**config.mk**
```make
export PLATFORM = sky130hd
export DESIGN_NAME = fmc_la_seq
export DESIGN_NICKNAME = d
export VERILOG_FILES = /design/src/rtl/fmc_la_pkg.sv /design/src/rtl/fmc_la_patgen.sv /design/src/rtl/fmc_la_seq.sv
export SDC_FILE = /design/constraint.sdc
export NUM_CORES = 1
export LEC_CHECK = 0
export ABC_AREA = 1
export BUFFER_PORTS_ARGS = -buffer_cell sky130_fd_sc_hd__buf_2
export CAP_MARGIN = 30
export CORE_MARGIN = 1.5
export CORE_UTILIZATION = 52
export DETAILED_ROUTE_END_ITERATION = 16
export GPL_ROUTABILITY_DRIVEN = 0
export GPL_TIMING_DRIVEN = 1
export MAX_ROUTING_LAYER = met4
export PLACE_DENSITY_LB_ADDON = 0.08
export SLEW_MARGIN = 25
export SYNTH_ARGS = -nofsm -noshare
export SYNTH_HDL_FRONTEND = slang
export SYNTH_SLANG_ARGS = --single-unit
```
**constraint.sdc**
```tcl
create_clock -name clk -period 2 [get_ports clk]
set_input_delay 0.2 -clock clk [delete_from_list [all_inputs] [get_ports clk]]
set_output_delay 0.2 -clock clk [all_outputs]
set_load 0.01 [all_outputs]
```
**src/rtl/fmc_la_pkg.sv**
```systemverilog
// rtl/fmc_la_pkg.sv - shared mode/state encodings and PRBS7 helper for the FMC LA sequencer
package fmc_la_pkg;

    // Pattern select encodings, shared with software register maps.
    typedef enum logic [1:0] {
        MODE_WALK  = 2'd0,
        MODE_COUNT = 2'd1,
        MODE_PRBS  = 2'd2,
        MODE_RSVD  = 2'd3
    } la_mode_e;

    // Sequencer FSM state encoding.
    typedef enum logic [1:0] {
        ST_IDLE = 2'd0,
        ST_LOAD = 2'd1,
        ST_RUN  = 2'd2,
        ST_DONE = 2'd3
    } la_state_e;

    localparam logic [6:0] PRBS7_SEED = 7'h7F;

    // One step of the x^7+x^6+1 Fibonacci LFSR; the new bit lands in bit 0
    // and is also the stream output bit.
    function automatic logic [6:0] prbs7_next(input logic [6:0] s);
        return {s[5:0], s[6] ^ s[5]};
    endfunction

endpackage

```
**src/rtl/fmc_la_patgen.sv**
```systemverilog
// rtl/fmc_la_patgen.sv - LA lane pattern generator (walking-one, counter, PRBS7 shift)
module fmc_la_patgen
    import fmc_la_pkg::*;
#(
    parameter int NPAIR = 34
) (
    input  logic             clk,
    input  logic             rst,
    input  logic [1:0]       mode_i,
    input  logic             seed_i,
    input  logic             adv_i,
    input  logic             clr_i,
    output logic [NPAIR-1:0] la_p_o,
    output logic [NPAIR-1:0] la_n_o
);

    logic [6:0]       lfsr_q, lfsr_d;
    logic [NPAIR-1:0] pat_q, pat_d;
    logic [NPAIR-1:0] patn_q, patn_d;

    // Next pattern: seed produces step 0 directly so it appears the cycle after LOAD.
    always_comb begin
        lfsr_d = lfsr_q;
        pat_d  = pat_q;
        patn_d = patn_q;
        if (clr_i) begin
            pat_d  = '0;
            patn_d = '0;
        end else if (seed_i) begin
            // PRBS step 0 already consumes one LFSR advance from the seed.
            lfsr_d = prbs7_next(PRBS7_SEED);
            case (la_mode_e'(mode_i))
                MODE_WALK:  pat_d = NPAIR'(1);
                MODE_COUNT: pat_d = '0;
                MODE_PRBS:  pat_d = NPAIR'(lfsr_d[0]);
                default:    pat_d = '0;
            endcase
            patn_d = ~pat_d;
        end else if (adv_i) begin
            case (la_mode_e'(mode_i))
                MODE_WALK:  pat_d = {pat_q[NPAIR-2:0], pat_q[NPAIR-1]};
                MODE_COUNT: pat_d = pat_q + NPAIR'(1);
                MODE_PRBS: begin
                    lfsr_d = prbs7_next(lfsr_q);
                    pat_d  = {pat_q[NPAIR-2:0], lfsr_d[0]};
                end
                default:    pat_d = pat_q;
            endcase
            patn_d = ~pat_d;
        end
    end

    // Pattern, complement and LFSR registers.
    always_ff @(posedge clk) begin
        if (rst) begin
            lfsr_q <= '0;
            pat_q  <= '0;
            patn_q <= '0;
        end else begin
            lfsr_q <= lfsr_d;
            pat_q  <= pat_d;
            patn_q <= patn_d;
        end
    end

    assign la_p_o = pat_q;
    assign la_n_o = patn_q;

endmodule

```
**src/rtl/fmc_la_seq.sv**
```systemverilog
// rtl/fmc_la_seq.sv - FMC LA pair test-pattern sequencer (FSM, dwell and step counters)
module fmc_la_seq
    import fmc_la_pkg::*;
#(
    parameter int NPAIR   = 34,
    parameter int DWELL_W = 16
) (
    input  logic               clk,
    input  logic               rst,
    input  logic               start,
    input  logic               abort,
    input  logic [1:0]         mode,
    input  logic [DWELL_W-1:0] dwell,
    input  logic [15:0]        nsteps,
    output logic [NPAIR-1:0]   la_p,
    output logic [NPAIR-1:0]   la_n,
    output logic               busy,
    output logic               done,
    output logic               err,
    output logic [15:0]        step_cnt
);

    la_state_e          state_q, state_d;
    logic [1:0]         mode_q;
    logic [DWELL_W-1:0] dwell_q;
    logic [DWELL_W-1:0] dcnt_q, dcnt_d;
    logic [15:0]        nsteps_q;
    logic [15:0]        step_q, step_d;
    logic               busy_q, done_q, err_q;
    logic               accept, reject, expire, last_step;
    logic               seed, adv, clr;

    // abort outranks start in IDLE; mode 3 is refused with an err pulse.
    assign accept    = (state_q == ST_IDLE) && start && !abort && (mode != MODE_RSVD);
    assign reject    = (state_q == ST_IDLE) && start && !abort && (mode == MODE_RSVD);
    assign expire    = (dcnt_q == dwell_q);
    assign last_step = (step_q == nsteps_q - 16'd1);

    // FSM next-state.
    always_comb begin
        state_d = state_q;
        case (state_q)
            ST_IDLE: if (accept) state_d = ST_LOAD;
            ST_LOAD: begin
                if (abort)                 state_d = ST_IDLE;
                else if (nsteps_q == '0)   state_d = ST_DONE;
                else                       state_d = ST_RUN;
            end
            ST_RUN: begin
                if (abort)                      state_d = ST_IDLE;
                else if (expire && last_step)   state_d = ST_DONE;
            end
            ST_DONE: state_d = ST_IDLE;
            default: state_d = ST_IDLE;
        endcase
    end

    // Dwell/step counters and pattern strobes; counting stops once RUN is left.
    always_comb begin
        dcnt_d = dcnt_q;
        step_d = step_q;
        adv    = 1'b0;
        if (state_q == ST_LOAD) begin
            dcnt_d = '0;
            step_d = '0;
        end else if (state_q == ST_RUN && state_d == ST_RUN) begin
            if (expire) begin
                dcnt_d = '0;
                step_d = step_q + 16'd1;
                adv    = 1'b1;
            end else begin
                dcnt_d = dcnt_q + DWELL_W'(1);
            end
        end
        seed = (state_q == ST_LOAD) && (state_d == ST_RUN);
        clr  = (state_d != ST_RUN);
    end

    // State, latched parameters, counters and registered status outputs.
    always_ff @(posedge clk) begin
        if (rst) begin
            state_q  <= ST_IDLE;
            mode_q   <= '0;
            dwell_q  <= '0;
            nsteps_q <= '0;
            dcnt_q   <= '0;
            step_q   <= '0;
            busy_q   <= 1'b0;
            done_q   <= 1'b0;
            err_q    <= 1'b0;
        end else begin
            state_q <= state_d;
            if (accept) begin
                mode_q   <= mode;
                dwell_q  <= dwell;
                nsteps_q <= nsteps;
            end
            dcnt_q <= dcnt_d;
            step_q <= step_d;
            busy_q <= (state_d != ST_IDLE);
            done_q <= (state_d == ST_DONE);
            err_q  <= reject;
        end
    end

    fmc_la_patgen #(
        .NPAIR (NPAIR)
    ) u_patgen (
        .clk    (clk),
        .rst    (rst),
        .mode_i (mode_q),
        .seed_i (seed),
        .adv_i  (adv),
        .clr_i  (clr),
        .la_p_o (la_p),
        .la_n_o (la_n)
    );

    assign busy     = busy_q;
    assign done     = done_q;
    assign err      = err_q;
    assign step_cnt = step_q;

endmodule

```
======== Yosys cells after proc, flatten, opt, wreduce, memory -nomap -nowiden ========
Cells that the tools add are included.
word-level totals
  register bits after elaboration ......... 146
  bits of input ports ..................... 38
  output and inout port bits .............. 87
cells by class
  reduce and logical (&&, ||, !) cells .... 18
  $add $sub $neg .......................... 4
  eq/ne operators ......................... 12
  bitwise logic cells ..................... 4
  muxes and demuxes ....................... 24
operator list
  operator                                             count
  two-way mux 34 bit                                   9
  case mux 34 bit (3 select lines)                     1
  inverter 34 bit                                      2
  adder 34 x 1 -> 34 bit, second input constant        1
  adder 16 x 1 -> 16 bit, second input constant        2
  equality test 16 bit                                 2
  two-way mux 7 bit                                    3
  logical NOT 16 bit                                   1
  two-way mux 16 bit                                   1
  subtractor 16 x 1 -> 16 bit, second input constant   1
  equality test 2 bit, second input constant           6
  two-way mux 2 bit                                    4
  case mux 2 bit (4 select lines)                      1
  logical AND 1 bit                                    7
  nonzero test 2 bit                                   3
  two-way mux 1 bit                                    5
  equality test 2 x 1 -> 1 bit, second input constant  2
  logical NOT 2 bit                                    2
  != test 2 bit, second input constant                 2
  OR reduction 2 bit                                   2
  AND reduction 3 bit                                  1
  AND reduction 2 bit                                  1
  logical NOT 1 bit                                    1
  inverter 1 bit                                       1
  XOR 1 bit                                            1

======== Depth between registers and ports, before layout ========
  depth after elaboration ................. 16
  gate-level depth with buffers ........... 21

======== Cells and area by module ========
Synthesis repeated with hierarchy kept, for this count alone.
unflattened totals
  cell total of the unflattened synthesis .. 1232
  area, all modules ....................... 8271.7 µm²
modules (own cells, without submodules)
  module         times used  cells an instance  area an instance (µm²)  seq. area each (µm²)
  fmc_la_seq     1           642                4169.0                  1421.4
  fmc_la_patgen  1           590                4102.7                  1501.4

======== Least setup slack after synthesis ========
Ideal clock, no wire load.
  path type ............................... register -> register
  start ................................... reg u_patgen.pat_q[1] (netlist: u_patgen.la_p_o[1])
  end ..................................... reg u_patgen.pat_q[28] (netlist: u_patgen.la_p_o[28])
  clock period less this slack ............ 2219 ps
  arrival time ............................ 2157 ps
  cell stages (with the launch flop) ...... 16
  required time ........................... 1938 ps
  library setup time ...................... 62 ps
  slack ................................... -219 ps
  cell sequence ........................... dfxtp_1 ha_1 nand3_1 nor2_1 nand2_1 nor2_2 nand3_2 nor2_1 nand2_1 nor2_4 nand3b_1 a31oi_1 nand2_1 nand2_4 nand2_1 nor2_2
between the ends
  longest elaborated chain between the ends .. 7
ends and longest elaborated chain
  item                              RTL line             source
  start: declaration                fmc_la_patgen.sv:18  logic [NPAIR-1:0] pat_q, pat_d;
  start signal: assignment          fmc_la_patgen.sv:61  pat_q <= pat_d;
  adder 34 x 1 -> 34 bit            fmc_la_patgen.sv:42  MODE_COUNT: pat_d = pat_q + NPAIR'(1);
  case mux 34 bit (3 select lines)  fmc_la_patgen.sv:40  case (la_mode_e'(mode_i))
  two-way mux 34 bit                fmc_la_patgen.sv:39  end else if (adv_i) begin
  two-way mux 34 bit                fmc_la_patgen.sv:29  end else if (seed_i) begin
  two-way mux 34 bit                fmc_la_patgen.sv:26  if (clr_i) begin
  two-way mux 34 bit                fmc_la_patgen.sv:39
  two-way mux 34 bit                fmc_la_patgen.sv:29
No other way between the ends. The select of a mux whose other input is x is not followed.
A chain may end at the register's enable or synchronous reset.

======== Worst setup path after layout ========
  start ................................... reg nsteps_q[0]
  end ..................................... reg u_patgen.pat_q[32] (netlist: u_patgen.la_p_o[32])
between the ends
  longest elaborated chain between the ends .. 11
  elaborated cells on any way between the ends .. 18
  those cells by class .................... 1 x add/sub; 3 x eq/ne; 8 x mux; 6 x reduce/logical
ends and longest elaborated chain
  item                               RTL line                            source
  start: declaration                 fmc_la_seq.sv:27                    logic [15:0] nsteps_q;
  start signal: assignment           fmc_la_seq.sv:96                    nsteps_q <= nsteps;
  subtractor 16 x 1 -> 16 bit        fmc_la_seq.sv:37                    assign last_step = (step_q == nsteps_q - 16'd1);
  equality test 16 bit               fmc_la_seq.sv:37
  logical AND 1 bit                  fmc_la_seq.sv:51                    else if (expire && last_step) state_d = ST_DONE;
  two-way mux 2 bit                  fmc_la_seq.sv:51
  two-way mux 2 bit                  fmc_la_seq.sv:50                    if (abort) state_d = ST_IDLE;
  case mux 2 bit (4 select lines) *  fmc_la_seq.sv:42                    case (state_q)
  equality test 2 bit                fmc_la_seq.sv:66, fmc_la_seq.sv:75
  logical AND 1 bit                  fmc_la_seq.sv:66                    end else if (state_q == ST_RUN && state_d == ST_RUN) begin
  two-way mux 1 bit                  fmc_la_seq.sv:66
  two-way mux 1 bit                  fmc_la_seq.sv:63                    if (state_q == ST_LOAD) begin
  nonzero test 2 bit (no line)       -
Every way passes the cells marked *; elsewhere a longest branch is shown, timed or not.

==> results_dict.tcl <==
set metrics [dict create \
    layout-drive-gt1-share_pct 37.60 \
    startpoint "nsteps_q[0]$_SDFFE_PP0P_" \
    yosys_register_bits 146 \
    required_ns 2.38 \
    syn_inst 1227 \
    dp_slack_ns -0.4290 \
    cp.arrival_ns 2.88 \
    hold_violations 0 \
    max_cap_viol_count 0 \
    outcome "finished, violations left" \
    synth_ff_type "dfxtp_1" \
    wl_per_cell_um 16.35 \
    routed_via_density 5.545 \
    setup_viol 110 \
    hold_path.class "in -> reg" \
    leakagePower_nw 5.111 \
    cpMaxStageDelayCell "dfxtp_2" \
    r2r_slack_ns -0.51 \
    fin_cells 1735 \
    grt_max_degree 50 \
    fp.dieW_um 129.3 \
    total_power_w 0.007243 \
    cts_sinks 146 \
    r2r_start "nsteps_q[0]$_SDFFE_PP0P_" \
    yosysUniqueCellTypes 49 \
    vias 9620 \
    startpoint_type "register" \
    dp.cells 1674 \
    irDropWorstVdd_uv 574.8 \
    cp_max_fo 5 \
    crit_path_end "u_patgen.la_p_o[32]$_SDFFE_PP0P_" \
    gr-total-overflow 0 \
    finalMaxSlewViolations 0 \
    max_slew_margin_pct 58.88 \
    n_antenna_cell 0 \
    grt_pass1_vias 8903 \
    finalNetCount 1553 \
    cts_buffers 17 \
    cts_tree "done" \
    hold_slack_ns 0.02624 \
    drt-total-wl_um 28370 \
    num_io_pins 125 \
    final_area_um2 12140 \
    clk_pin_slew_ns 0.06 \
    area_growth_pct 46.49 \
    finClkSkew_ns 0.01182 \
    clock_latency_ns 0.43 \
    numPortBuffers 124 \
    cts_buffer_depth 2 \
    path_class "reg -> reg" \
    core_area_um2 15370 \
    htreeDepth 4 \
    place_hpwl_um 17550 \
    syn-num-nets 1269 \
    tightest_slew_ns 0.6121 \
    synth_enable_flop_cells 0 \
    die_area_um2 16710 \
    rows 45 \
    fin_crit_sh_pct 125.4 \
    hold_buffers 0 \
    power_per_cell_area_nw_per_um2 596.5 \
    grt_pass1_wl_um 42970 \
    reg2regPathDepth 19 \
    antenna_found_initial 0 \
    detail-route-antenna-nets 0 \
    synthesis.area_um2 8289 \
    syn_avg_cell_area_um2 6.756 \
    failed_checks "negative setup slack" \
    fmax_mhz 398.8 \
    critPathMaxStageDelay_ns 0.35 \
    grt_usage_pct 33.55 \
    firstDrtPassIters 6 \
    path_cells "inv_4, ha_4, xor2_2, nand2_1, nor2_1, nand2_1, nor2_1, nand3_1, nor2_2, nand4_4, nand4_1, buf_12, buf_12, buf_8, nand2_8, buf_6, nand2_4, nand2_2, nor2_2" \
    rr_endpoint "u_patgen.la_p_o[32]$_SDFFE_PP0P_" \
    yosysSeqAreaShare_pct 35.26 \
    start_util_pct 53.93 \
    drt_iter0_drc 984 \
    die_y_um 129.3 \
    synthArstFlopShare_pct 0 \
    post-route-min-period_ns 2.507 \
    rsz0062_at_grt "yes" \
    dpl_cell_area_um2 10380 \
    root_buffer "clkbuf_16" \
    drc 0 \
    endpoint_kind "register" \
    setup_ws_ns -0.5074 \
    synth_warnings 0 \
]
==> worst min-delay path by stage <==
stage / slack, ns / end / cells after the start / from
detailed placement: 0.45 / u_patgen.la_n_o[1]$_SDFFE_PP0P_ / 2 / u_patgen.la_n_o[1]$_SDFFE_PP0P_
floorplan: 0.28 / state_q[1]$_SDFF_PP0_ / 1 / rst
CTS: 0.02 / dwell_q[12]$_SDFFE_PP0P_ / 3 / dwell[12]
global route: 0.03 / dwell_q[12]$_SDFFE_PP0P_ / 3 / dwell[12]
finish: 0.03 / dwell_q[12]$_SDFFE_PP0P_ / 3 / dwell[12]
global placement: 0.45 / u_patgen.la_n_o[12]$_SDFFE_PP0P_ / 2 / u_patgen.la_n_o[12]$_SDFFE_PP0P_
==> kinds of logic (layout without fill, tap and decap cells) <==
logic type,Yosys count,count (layout),share of synthesized area (%)
and+or+nand+nor,632,633,34.48
AOI/OAI and AO/OA,211,211,13.74
buffers and inverters,169,465,8.890
adders and majority gates,4,4,0.6038
xor gates and xnor gates,65,65,7.034
DFF,146,146,35.26
==> metal layers <==
metal	part of all wire (%)	up-vias	track usage [%]
met3	7.7	74	5.863
li1	-	4593	-
met5	0	-	-
met4	2.3	0	10.64
met2	48	438	54.72
met1	42	4515	42.34
==> cells in the final DEF, fill, tap and decap left out, types with 4 or more instances in the layout <==
cell and n:
nand2_1 232, buf_4 158, dfxtp_1 143, nor2_1 129, buf_2 124, inv_1 89
a21oi_1 74, nand3_1 55, nand2_2 47, a21oi_2 45, o21ai_0 39, xor2_1 38
nor2_2 32, nand2_4 26, nand4_1 25, xnor2_1 25, nor3_1 25, o22ai_1 22
clkbuf_16 20, nor2_4 16, buf_6 16, buf_12 16, inv_2 10, nand3_2 10
nor4_1 10, nand3b_1 9, clkinv_2 6, buf_16 6, o21ai_1 5, o21ai_2 5
clkinv_1 4, clkbuf_1 4, buf_8 4
==> synthesized netlist by cell type, types with 3 or more instances <==
master	n	area share [%]
inv_1	92	4.2
xor2_1	39	4.1
ha_1	4	0.60
inv_2	10	0.45
a21oi_1	119	7.2
nand2_2	7	0.53
a31oi_1	3	0.23
o21ai_0	43	2.6
buf_4	10	0.91
nand4_1	25	1.9
nand3b_1	9	0.82
a211oi_1	3	0.27
clkbuf_1	31	1.4
o221ai_1	3	0.32
nand3_1	65	3.9
nor2_2	15	1.1
buf_2	15	0.91
o21ai_1	7	0.42
dfxtp_1	146	35
nor2_4	5	0.68
nor4_1	10	0.75
o22ai_1	22	1.7
xnor2_1	25	2.6
nor3_1	27	1.6
clkinv_1	4	0.18
nand2_1	296	13
nand2_4	3	0.41
buf_6	4	0.54
nor2_1	157	7.1
a22oi_1	3	0.27
==> flip-flops by register name (all words and copies together) (netlist names), 7 cells and up <==
register         count
u_patgen.la_n_o     34
u_patgen.la_p_o     34
dcnt_q              16
dwell_q             16
nsteps_q            16
step_cnt            16
u_patgen.lfsr_q      7
==> what timing repair did <==
action,in CTS,in global routing
pin swaps,32,31
resized for setup,130,102
setup buffers,17,6
gates cloned,10,3
endpoints found under the setup margin,110,111
==> critical path: cells and delay by family, from the launching register on <==
family	cells	cell delay, ns
simple gates	12	1.15
fa+ha+maj	1	0.26
xor+xnor	1	0.13
buf+inv	5	0.57
flops	1	0.35
==> report_power, final <==
part	internal (W)	leakage (nW)	total [W]	switching [W]
Combinational	0.000446	3.66	0.00112	0.000675
Clock	0.00182	0.270	0.00310	0.00128
Sequential	0.00297	1.18	0.00302	0.0000537
Total	0.00524	5.11	0.00724	0.00201
==> layout make-up <==
cell class | instances | area (um2)
multi-input combinational | 913 | 5383
fill | 1068 | 3228
sequential | 146 | 2927
timing repair buffer | 327 | 2608
clock buffer | 21 | 440.4
inverter | 106 | 407.9
tap | 211 | 264.0
clock inverter | 11 | 113.9
==> through the flow <==
| stage | TNS, ns | util, % |
|---|---|---|
| floorplan | -10.85 | - |
| global placement | -31.98 | 67.51 |
| detailed placement | -36.56 | 67.51 |
| CTS | -39.67 | 76.48 |
| global route | -62.86 | 79.00 |
| finish | -46.07 | 79.00 |
Note: power is estimated with default switching activity, not from simulation.
